<file path="src/rtl/id_ex_stage.sv">
// ID/EX pipeline register feeding the EX-stage ALU.
// Holds decoded operands and control, decodes the ALU code and resolves EX/MEM and MEM/WB forwarding.
module id_ex_stage #(
  parameter int WIDTH = 32,
  parameter int AW    = 5
) (
  input  logic             clk_i,
  input  logic             rst_i,
  input  logic             stall_i,
  input  logic             flush_i,
  input  logic [WIDTH-1:0] RSdata_i,
  input  logic [WIDTH-1:0] RTdata_i,
  input  logic [WIDTH-1:0] imm_i,
  input  logic [AW-1:0]    RSaddr_i,
  input  logic [AW-1:0]    RTaddr_i,
  input  logic [AW-1:0]    RDaddr_i,
  input  logic [5:0]       funct_i,
  input  logic [1:0]       ALUOp_i,
  input  logic             ALUSrc_i,
  input  logic             RegDst_i,
  input  logic             RegWrite_i,
  input  logic             MemtoReg_i,
  input  logic             MemRead_i,
  input  logic             MemWrite_i,
  input  logic             EXMEM_RegWrite_i,
  input  logic [AW-1:0]    EXMEM_RDaddr_i,
  input  logic [WIDTH-1:0] EXMEM_data_i,
  input  logic             MEMWB_RegWrite_i,
  input  logic [AW-1:0]    MEMWB_RDaddr_i,
  input  logic [WIDTH-1:0] MEMWB_data_i,
  output logic [WIDTH-1:0] data1_o,
  output logic [WIDTH-1:0] data2_o,
  output logic [2:0]       ALUCtrl_o,
  output logic [WIDTH-1:0] MemWdata_o,
  output logic [AW-1:0]    WBaddr_o,
  output logic             RegWrite_o,
  output logic             MemtoReg_o,
  output logic             MemRead_o,
  output logic             MemWrite_o,
  output logic             illegal_o
);

  localparam logic [5:0] FUNCT_ADD = 6'b100000;
  localparam logic [5:0] FUNCT_SUB = 6'b100010;
  localparam logic [5:0] FUNCT_AND = 6'b100100;
  localparam logic [5:0] FUNCT_OR  = 6'b100101;
  localparam logic [5:0] FUNCT_MUL = 6'b011000;

  localparam logic [2:0] CTRL_ADD = 3'b010;
  localparam logic [2:0] CTRL_SUB = 3'b110;
  localparam logic [2:0] CTRL_AND = 3'b000;
  localparam logic [2:0] CTRL_OR  = 3'b001;
  localparam logic [2:0] CTRL_MUL = 3'b100;

  logic [WIDTH-1:0] rs_data;
  logic [WIDTH-1:0] rt_data;
  logic [WIDTH-1:0] imm;
  logic [AW-1:0]    rs_addr;
  logic [AW-1:0]    rt_addr;
  logic [AW-1:0]    rd_addr;
  logic [5:0]       funct;
  logic [1:0]       alu_op;
  logic             alu_src;
  logic             reg_dst;
  logic             reg_write;
  logic             memto_reg;
  logic             mem_read;
  logic             mem_write;
  logic             illegal;
  logic             capture_illegal;
  logic             load_fields;
  logic [WIDTH-1:0] fwd_rs;
  logic [WIDTH-1:0] fwd_rt;

  always_comb begin
    capture_illegal = 1'b0;
    if (ALUOp_i == 2'b10) begin
      case (funct_i)
        FUNCT_ADD, FUNCT_SUB, FUNCT_AND, FUNCT_OR, FUNCT_MUL: capture_illegal = 1'b0;
        default:                                               capture_illegal = 1'b1;
      endcase
    end
  end

  // A flush still loads the data fields; only the control bits are forced to a bubble.
  assign load_fields = flush_i | ~stall_i;

  always_ff @(posedge clk_i or negedge rst_i) begin
    if (!rst_i) begin
      rs_data   <= '0;
      rt_data   <= '0;
      imm       <= '0;
      rs_addr   <= '0;
      rt_addr   <= '0;
      rd_addr   <= '0;
      funct     <= '0;
      alu_op    <= '0;
      alu_src   <= 1'b0;
      reg_dst   <= 1'b0;
      reg_write <= 1'b0;
      memto_reg <= 1'b0;
      mem_read  <= 1'b0;
      mem_write <= 1'b0;
      illegal   <= 1'b0;
    end else begin
      if (load_fields) begin
        rs_data <= RSdata_i;
        rt_data <= RTdata_i;
        imm     <= imm_i;
        rs_addr <= RSaddr_i;
        rt_addr <= RTaddr_i;
        rd_addr <= RDaddr_i;
        funct   <= funct_i;
        alu_op  <= ALUOp_i;
        alu_src <= ALUSrc_i;
        reg_dst <= RegDst_i;
      end
      if (flush_i) begin
        reg_write <= 1'b0;
        memto_reg <= 1'b0;
        mem_read  <= 1'b0;
        mem_write <= 1'b0;
        illegal   <= 1'b0;
      end else if (!stall_i) begin
        reg_write <= RegWrite_i;
        memto_reg <= MemtoReg_i;
        mem_read  <= MemRead_i;
        mem_write <= MemWrite_i;
        illegal   <= capture_illegal;
      end
    end
  end

  always_comb begin
    ALUCtrl_o = CTRL_ADD;
    case (alu_op)
      2'b01: ALUCtrl_o = CTRL_SUB;
      2'b10: begin
        case (funct)
          FUNCT_SUB: ALUCtrl_o = CTRL_SUB;
          FUNCT_AND: ALUCtrl_o = CTRL_AND;
          FUNCT_OR:  ALUCtrl_o = CTRL_OR;
          FUNCT_MUL: ALUCtrl_o = CTRL_MUL;
          default:   ALUCtrl_o = CTRL_ADD;
        endcase
      end
      default: ALUCtrl_o = CTRL_ADD;
    endcase
  end

  // The younger EX/MEM result wins over MEM/WB; register 0 is hardwired and never forwarded.
  always_comb begin
    fwd_rs = rs_data;
    if (EXMEM_RegWrite_i && (EXMEM_RDaddr_i != '0) && (EXMEM_RDaddr_i == rs_addr)) begin
      fwd_rs = EXMEM_data_i;
    end else if (MEMWB_RegWrite_i && (MEMWB_RDaddr_i != '0) && (MEMWB_RDaddr_i == rs_addr)) begin
      fwd_rs = MEMWB_data_i;
    end
  end

  always_comb begin
    fwd_rt = rt_data;
    if (EXMEM_RegWrite_i && (EXMEM_RDaddr_i != '0) && (EXMEM_RDaddr_i == rt_addr)) begin
      fwd_rt = EXMEM_data_i;
    end else if (MEMWB_RegWrite_i && (MEMWB_RDaddr_i != '0) && (MEMWB_RDaddr_i == rt_addr)) begin
      fwd_rt = MEMWB_data_i;
    end
  end

  assign data1_o    = fwd_rs;
  assign MemWdata_o = fwd_rt;
  assign data2_o    = alu_src ? imm : fwd_rt;
  assign WBaddr_o   = reg_dst ? rd_addr : rt_addr;
  assign RegWrite_o = reg_write;
  assign MemtoReg_o = memto_reg;
  assign MemRead_o  = mem_read;
  assign MemWrite_o = mem_write;
  assign illegal_o  = illegal;

endmodule
</file>
<file path="config.mk">
export PLATFORM = sky130hd
export DESIGN_NAME = id_ex_stage
export DESIGN_NICKNAME = d
export VERILOG_FILES = /design/src/rtl/id_ex_stage.sv
export SDC_FILE = /design/constraint.sdc
export NUM_CORES = 1
export LEC_CHECK = 0
export CORE_AREA = 10 10 139 141
export CTS_BUF_LIST = sky130_fd_sc_hd__clkbuf_4
export DETAILED_ROUTE_END_ITERATION = 7
export DIE_AREA = 0 0 149 151
export GPL_TIMING_DRIVEN = 0
export PLACE_DENSITY_LB_ADDON = 0.15
export SLEW_MARGIN = 20
export SYNTH_ARGS = -nofsm -noshare
export SYNTH_HDL_FRONTEND = slang
export SYNTH_SLANG_ARGS = --single-unit
</file>
<file path="constraint.sdc">
create_clock -name clk_i -period 2.9 [get_ports clk_i]
set_input_delay 0.435 -clock clk_i [delete_from_list [all_inputs] [get_ports clk_i]]
set_output_delay 0.435 -clock clk_i [all_outputs]
set_load 0.02 [all_outputs]
</file>
; ---- Yosys cells after proc, flatten, opt, wreduce, memory -nomap -nowiden
; Index checks and enable logic that the tools add are counted.
; Widths: inputs -> output; s select.
[word_totals]
inputBits = 205
register_bits = 126
out_inout_bits = 109
wordCells = 63
[op_classes]
eq_ne = 17
n_bitwise = 2
reduce_logical = 9
mux = 20
[op_table]
columns = operator, n
row1 = $mux 32, 5
row2 = $eq 6x6->1 const B, 7
row3 = $eq 5x5->1, 4
row4 = $eq 6x5->1 const B, 2
row5 = $mux 1, 12
row6 = $pmux 3 s4, 1
row7 = $reduce_bool 5->1, 2
row8 = $logic_and 1x1->1, 6
row9 = $pmux 3 s2, 1
row10 = $mux 5, 1
row11 = $reduce_or 5->1, 1
row12 = $eq 2x2->1 const B, 2
row13 = $eq 2x1->1 const B, 1
row14 = $ne 2x1->1 const B, 1
row15 = $not 1->1, 1
row16 = $or 1x1->1, 1

; ---- Depth between registers and ports, before layout
[logic_depth]
depth_word = 6
mapped_depth = 7

; ---- Worst setup path before layout
; No wires, ideal clock.
[synth_timing]
path_kind = input to output
startpoint = input port MEMWB_RDaddr_i[1]
endpoint = output port data2_o[26]
arrival_ns = 2.278
slack_ns = 0.187
n_path_buf = 1
stages = 6
required_ns = 2.465
cell_sequence = or4_4 -> o211ai_4 -> buf_4 -> o21ai_0 -> a31oi_1 -> mux2_2
[synth_between]
elab_chain_cells = 6
[synth_rtl]
columns = item, line_no
row1 = start: declaration, 29  ; input logic [AW-1:0] MEMWB_RDaddr_i,
row2 = $reduce_bool 5->1, 165  ; end else if (MEMWB_RegWrite_i && (MEMWB_RDaddr_i != '0) && (MEMWB_RDaddr_i == rt_addr)) begin
row3 = $logic_and 1x1->1, 165
row4 = $logic_and 1x1->1 *, 165
row5 = $mux 32 *, 165
row6 = $mux 32 *, 163  ; if (EXMEM_RegWrite_i && (EXMEM_RDaddr_i != '0) && (EXMEM_RDaddr_i == rt_addr)) begin
row7 = named net MemWdata_o[26], 34  ; output logic [WIDTH-1:0] MemWdata_o,
row8 = $mux 32 *, 172  ; assign data2_o = alu_src ? imm : fwd_rt;
row9 = end: declaration, 32  ; output logic [WIDTH-1:0] data2_o,
; Mark *: on every way through the listed nets, which the timed path passes. The rest lies on a longest branch.

; ---- Worst setup path in the final report
[layout_timing]
startpoint = input port EXMEM_RDaddr_i[1]
endpoint = output port data2_o[23]
[layout_between]
elab_chain_cells = 5
[layout_rtl]
columns = item, line_no
row1 = start: declaration, 26  ; input logic [AW-1:0] EXMEM_RDaddr_i,
row2 = $reduce_bool 5->1, 163
row3 = $logic_and 1x1->1, 163
row4 = $logic_and 1x1->1 *, 163
row5 = $mux 32 *, 163
row6 = $mux 32 *, 172
; Every way passes the cells marked *; elsewhere a longest branch is shown, timed or not.

==> summary.txt <==
Final layout
  – Share of layout cells above drive strength 1: about 52%
  – Most frequent cells in the layout: 205 x clkdlybuf4s50_1, 141 x mux2_2, 121 x dfrtp_1
  – Non-filler cells, final: about 1.3k
  – Commonest non-fill, non-tap cell in the layout: clkdlybuf4s50_1
  – Number of nets in the layout: roughly 1.2k
  – Final instance area: 12,870 um2
  – Syn-to-layout area delta: 79.71%

Clocking
  – Clock Tree Buf Depth: 2
  – Worst skew pair latency: 0.56 ns
  – Num CTS Buffers: 17
  – Clk root buf: clkbuf_4
  – TritonCTS clock tree: built
  – CTS Sinks: 126
  – Max H-tree Level: 4
  – Clock-pin slew on the worst setup and hold paths: roughly 0.12 ns

Yosys
  – Synth Net Count: slightly below 900
  – #FFs+latches synth: about 130
  – Synth Cell Area: 7164 um2
  – Mapped Cells: approximately 660
  – Sequential area share after synthesis: 44.01%
  – Syn avg cell area: 10.81 um2
  – Synth cell types: 38
  – Yosys warning count: 0

Global route
  – Pin count of the biggest net entering global routing: between 60 and 70
  – GR Util All Layers: 25.20%
  – Initial antenna violation count: 4
  – Vias in the first global route: ~7.3k
  – Wire length of the first global-routing pass: 43,440 um
  – Global route overflow: 0

Timing
  – RSZ-0062 raised after global routing: true
  – Slew headroom: 38.31%
  – Final setup fails: 88
  – Final hold violation count: 0
  – Skew final: 0 ns
  – Slew Viols, Final: 0
  – Final period utilization: 107.3%
  – Fmax: 0.3213 GHz
  – PnR worst setup slack: -0.2127 ns
  – Tmin final: 3.113 ns
  – Worst-margin pin slew: between 0.9 and 1 ns

Worst setup path
  – Crit path kind: input pin to primary output
  – WP data arrival: 2.68 ns
  – CP startpoint kind: input pin
  – Critical path fanouts, max: 10
  – Worst setup EP type: primary output
  – Required @ worst endpoint: ~2.5 ns
  – Worst R2R Setup Slack: between 1 and 1.5 ns

Route
  – Routed len/inst: ~25 um
  – ANT nets after route: 0
  – Routed WL: about 32,000 um
  – DR pass1 iterations: 4
  – Starting DRC count in detailed routing: 356
  – # DRC: 0
  – Via Count: a little over 7k
  – Via/cell ratio: approximately 5.6

Placed design
  – HPWL reported at the end of detailed placement: roughly 22,000 um
  – Post-DP Area: around 11,000 um2
  – Buffers added on ports: 312
  – Worst slack at placement: -1.034 ns
  – RD Place Congestion: between 0.8 and 0.9
  – Placed cells: around 1.2k

Floorplanning
  – Io pins: about 310
  – Row count: between 40 and 50
  – Die width: about 150 um
  – Die Area: between 20,000 and 25,000 um2
  – Die height: about 150 um
  – Core ar.: roughly 16,000 um2
  – Initial Util: 43.51%

Run status
  – Failing checks: setup timing
  – Status: finished, violations left

Hold path
  – Hold Crit Class: input pin to register

Pwr
  – Total power: between 5 and 6 mW
  – PwrDens: between 400 and 500 nW/um2
  – LEAKAGE: between 5 and 6 nW
  – Peak supply drop: approximately 0.00025 V

Run
  – MaxCap Viol Count: 0
==> worst max-delay path, cell delays in order <==
cell and delay (ns):
clkdlybuf4s15_1 0.25, or4_4 0.60, o211ai_4 0.29, buf_2 0.44
nor3_2 0.12, a31oi_4 0.23, mux2_4 0.20, buf_6 0.11
==> where the power goes <==
part	total, mW	internal, mW	switching, mW	leakage, nW
sequential	2.00	1.90	0.101	1.47
clock	1.43	0.681	0.750	0.172
combinational	2.03	1.05	0.972	3.53
==> cell families (layout without fill, tap and decap cells) <==
kind of cell,Yosys count,count (layout),share of synthesized area (%)
AO/OA/AOI/OAI,109,110,9.518
XOR/XNOR,20,20,2.445
adder cells (fa/ha/maj),2,2,0.3492
buffers and inverters,88,473,5.239
flip-flops,126,126,44.01
multiplexers,191,191,29.39
other,0,4,0
AND/OR/NAND/NOR,127,129,9.047
==> cell type report <==
cell class	count	area, um2
Multi-Input combinational cell	452	4961
Timing Repair Buffer	356	3602
Fill cell	1049	3591
Sequential cell	126	3159
Buffer	49	409.1
Tap cell	220	275.3
Clock inverter	15	195.2
Inverter	36	135.1
Clock buffer	17	127.6
Antenna cell	4	10.01
==> final timing paths <==
path / startpoint / to / cells past startpoint
min in group asynchronous: rst_i / imm[10] / 2
max in group asynchronous: rst_i / rt_addr[0] / 3
min reg2reg: imm[22] / imm[22] / 1
max reg2reg: alu_src / alu_src / 3
max: EXMEM_RDaddr_i[1] / data2_o[23] / 8
min: stall_i / MemRead_o / 3
==> synthesized netlist by cell type <==
cell	instances	share of area, %
nor3_1	33	2.3
mux2_2	155	24
inv_1	36	1.9
a31oi_1	26	2.3
buf_2	12	0.84
o211ai_2	1	0.17
o21ai_0	6	0.42
nor2_1	43	2.3
o311a_1	1	0.14
nor3b_1	1	0.10
ha_1	2	0.35
o311ai_0	1	0.12
or4_1	1	0.10
xnor2_1	16	2.0
nand2b_1	1	0.087
a31o_2	1	0.12
nand4b_1	1	0.12
o21ai_1	30	2.1
o211ai_4	1	0.30
nor4_2	1	0.17
buf_4	6	0.63
nand2_1	7	0.37
a31oi_2	8	1.4
or3_1	31	2.7
o31ai_1	1	0.10
nand4_1	3	0.26
nor2b_1	1	0.087
or4_4	2	0.31
or2_1	1	0.087
a21oi_1	32	2.2
xor2_1	4	0.49
buf_6	1	0.16
nand3_1	1	0.070
buf_1	2	0.10
dfrtp_1	126	44
mux2i_1	36	5.0
clkbuf_1	31	1.6
a311o_1	1	0.14
==> repair_timing <==
action,in CTS,in global routing
gates cloned,5,8
hold buffers,1,0
hold endpoints to repair,58,0
endpoints found under the setup margin,96,96
gates resized for setup,669,232
buffers inserted,26,10
pin swaps,57,19
==> registers in the layout, indices dropped and copies added (netlist names) <==
signal,count
rs_addr,5
rs_data,32
RegWrite_o,1
rt_addr,5
imm,32
illegal_o,1
alu_op,2
MemRead_o,1
rt_data,32
reg_dst,1
funct,6
MemtoReg_o,1
rd_addr,5
alu_src,1
MemWrite_o,1
==> metal layers <==
layer | vias to the layer above | wire (um) | global-route usage [%]
li1 | 3164 | - | -
met1 | 3542 | 11960 | 28.01
met2 | 319 | 16000 | 43.66
met3 | 56 | 2779 | 9.815
met4 | 0 | 810 | 7.753
met5 | - | 0 | 0
==> metrics by stage <==
stage	utilization (%)	hold WS, ns	setup TNS (ns)
after floorplan	-	0.1394	0
after global placement	64.15	0.4836	-574.02
after detailed placement	64.35	0.3956	-85.51
after CTS	72.36	0.2732	-7.578
after global routing	78.18	0.3103	-13.76
final	78.19	0.3181	-7.355
Note: power is estimated with default switching activity, not from simulation.
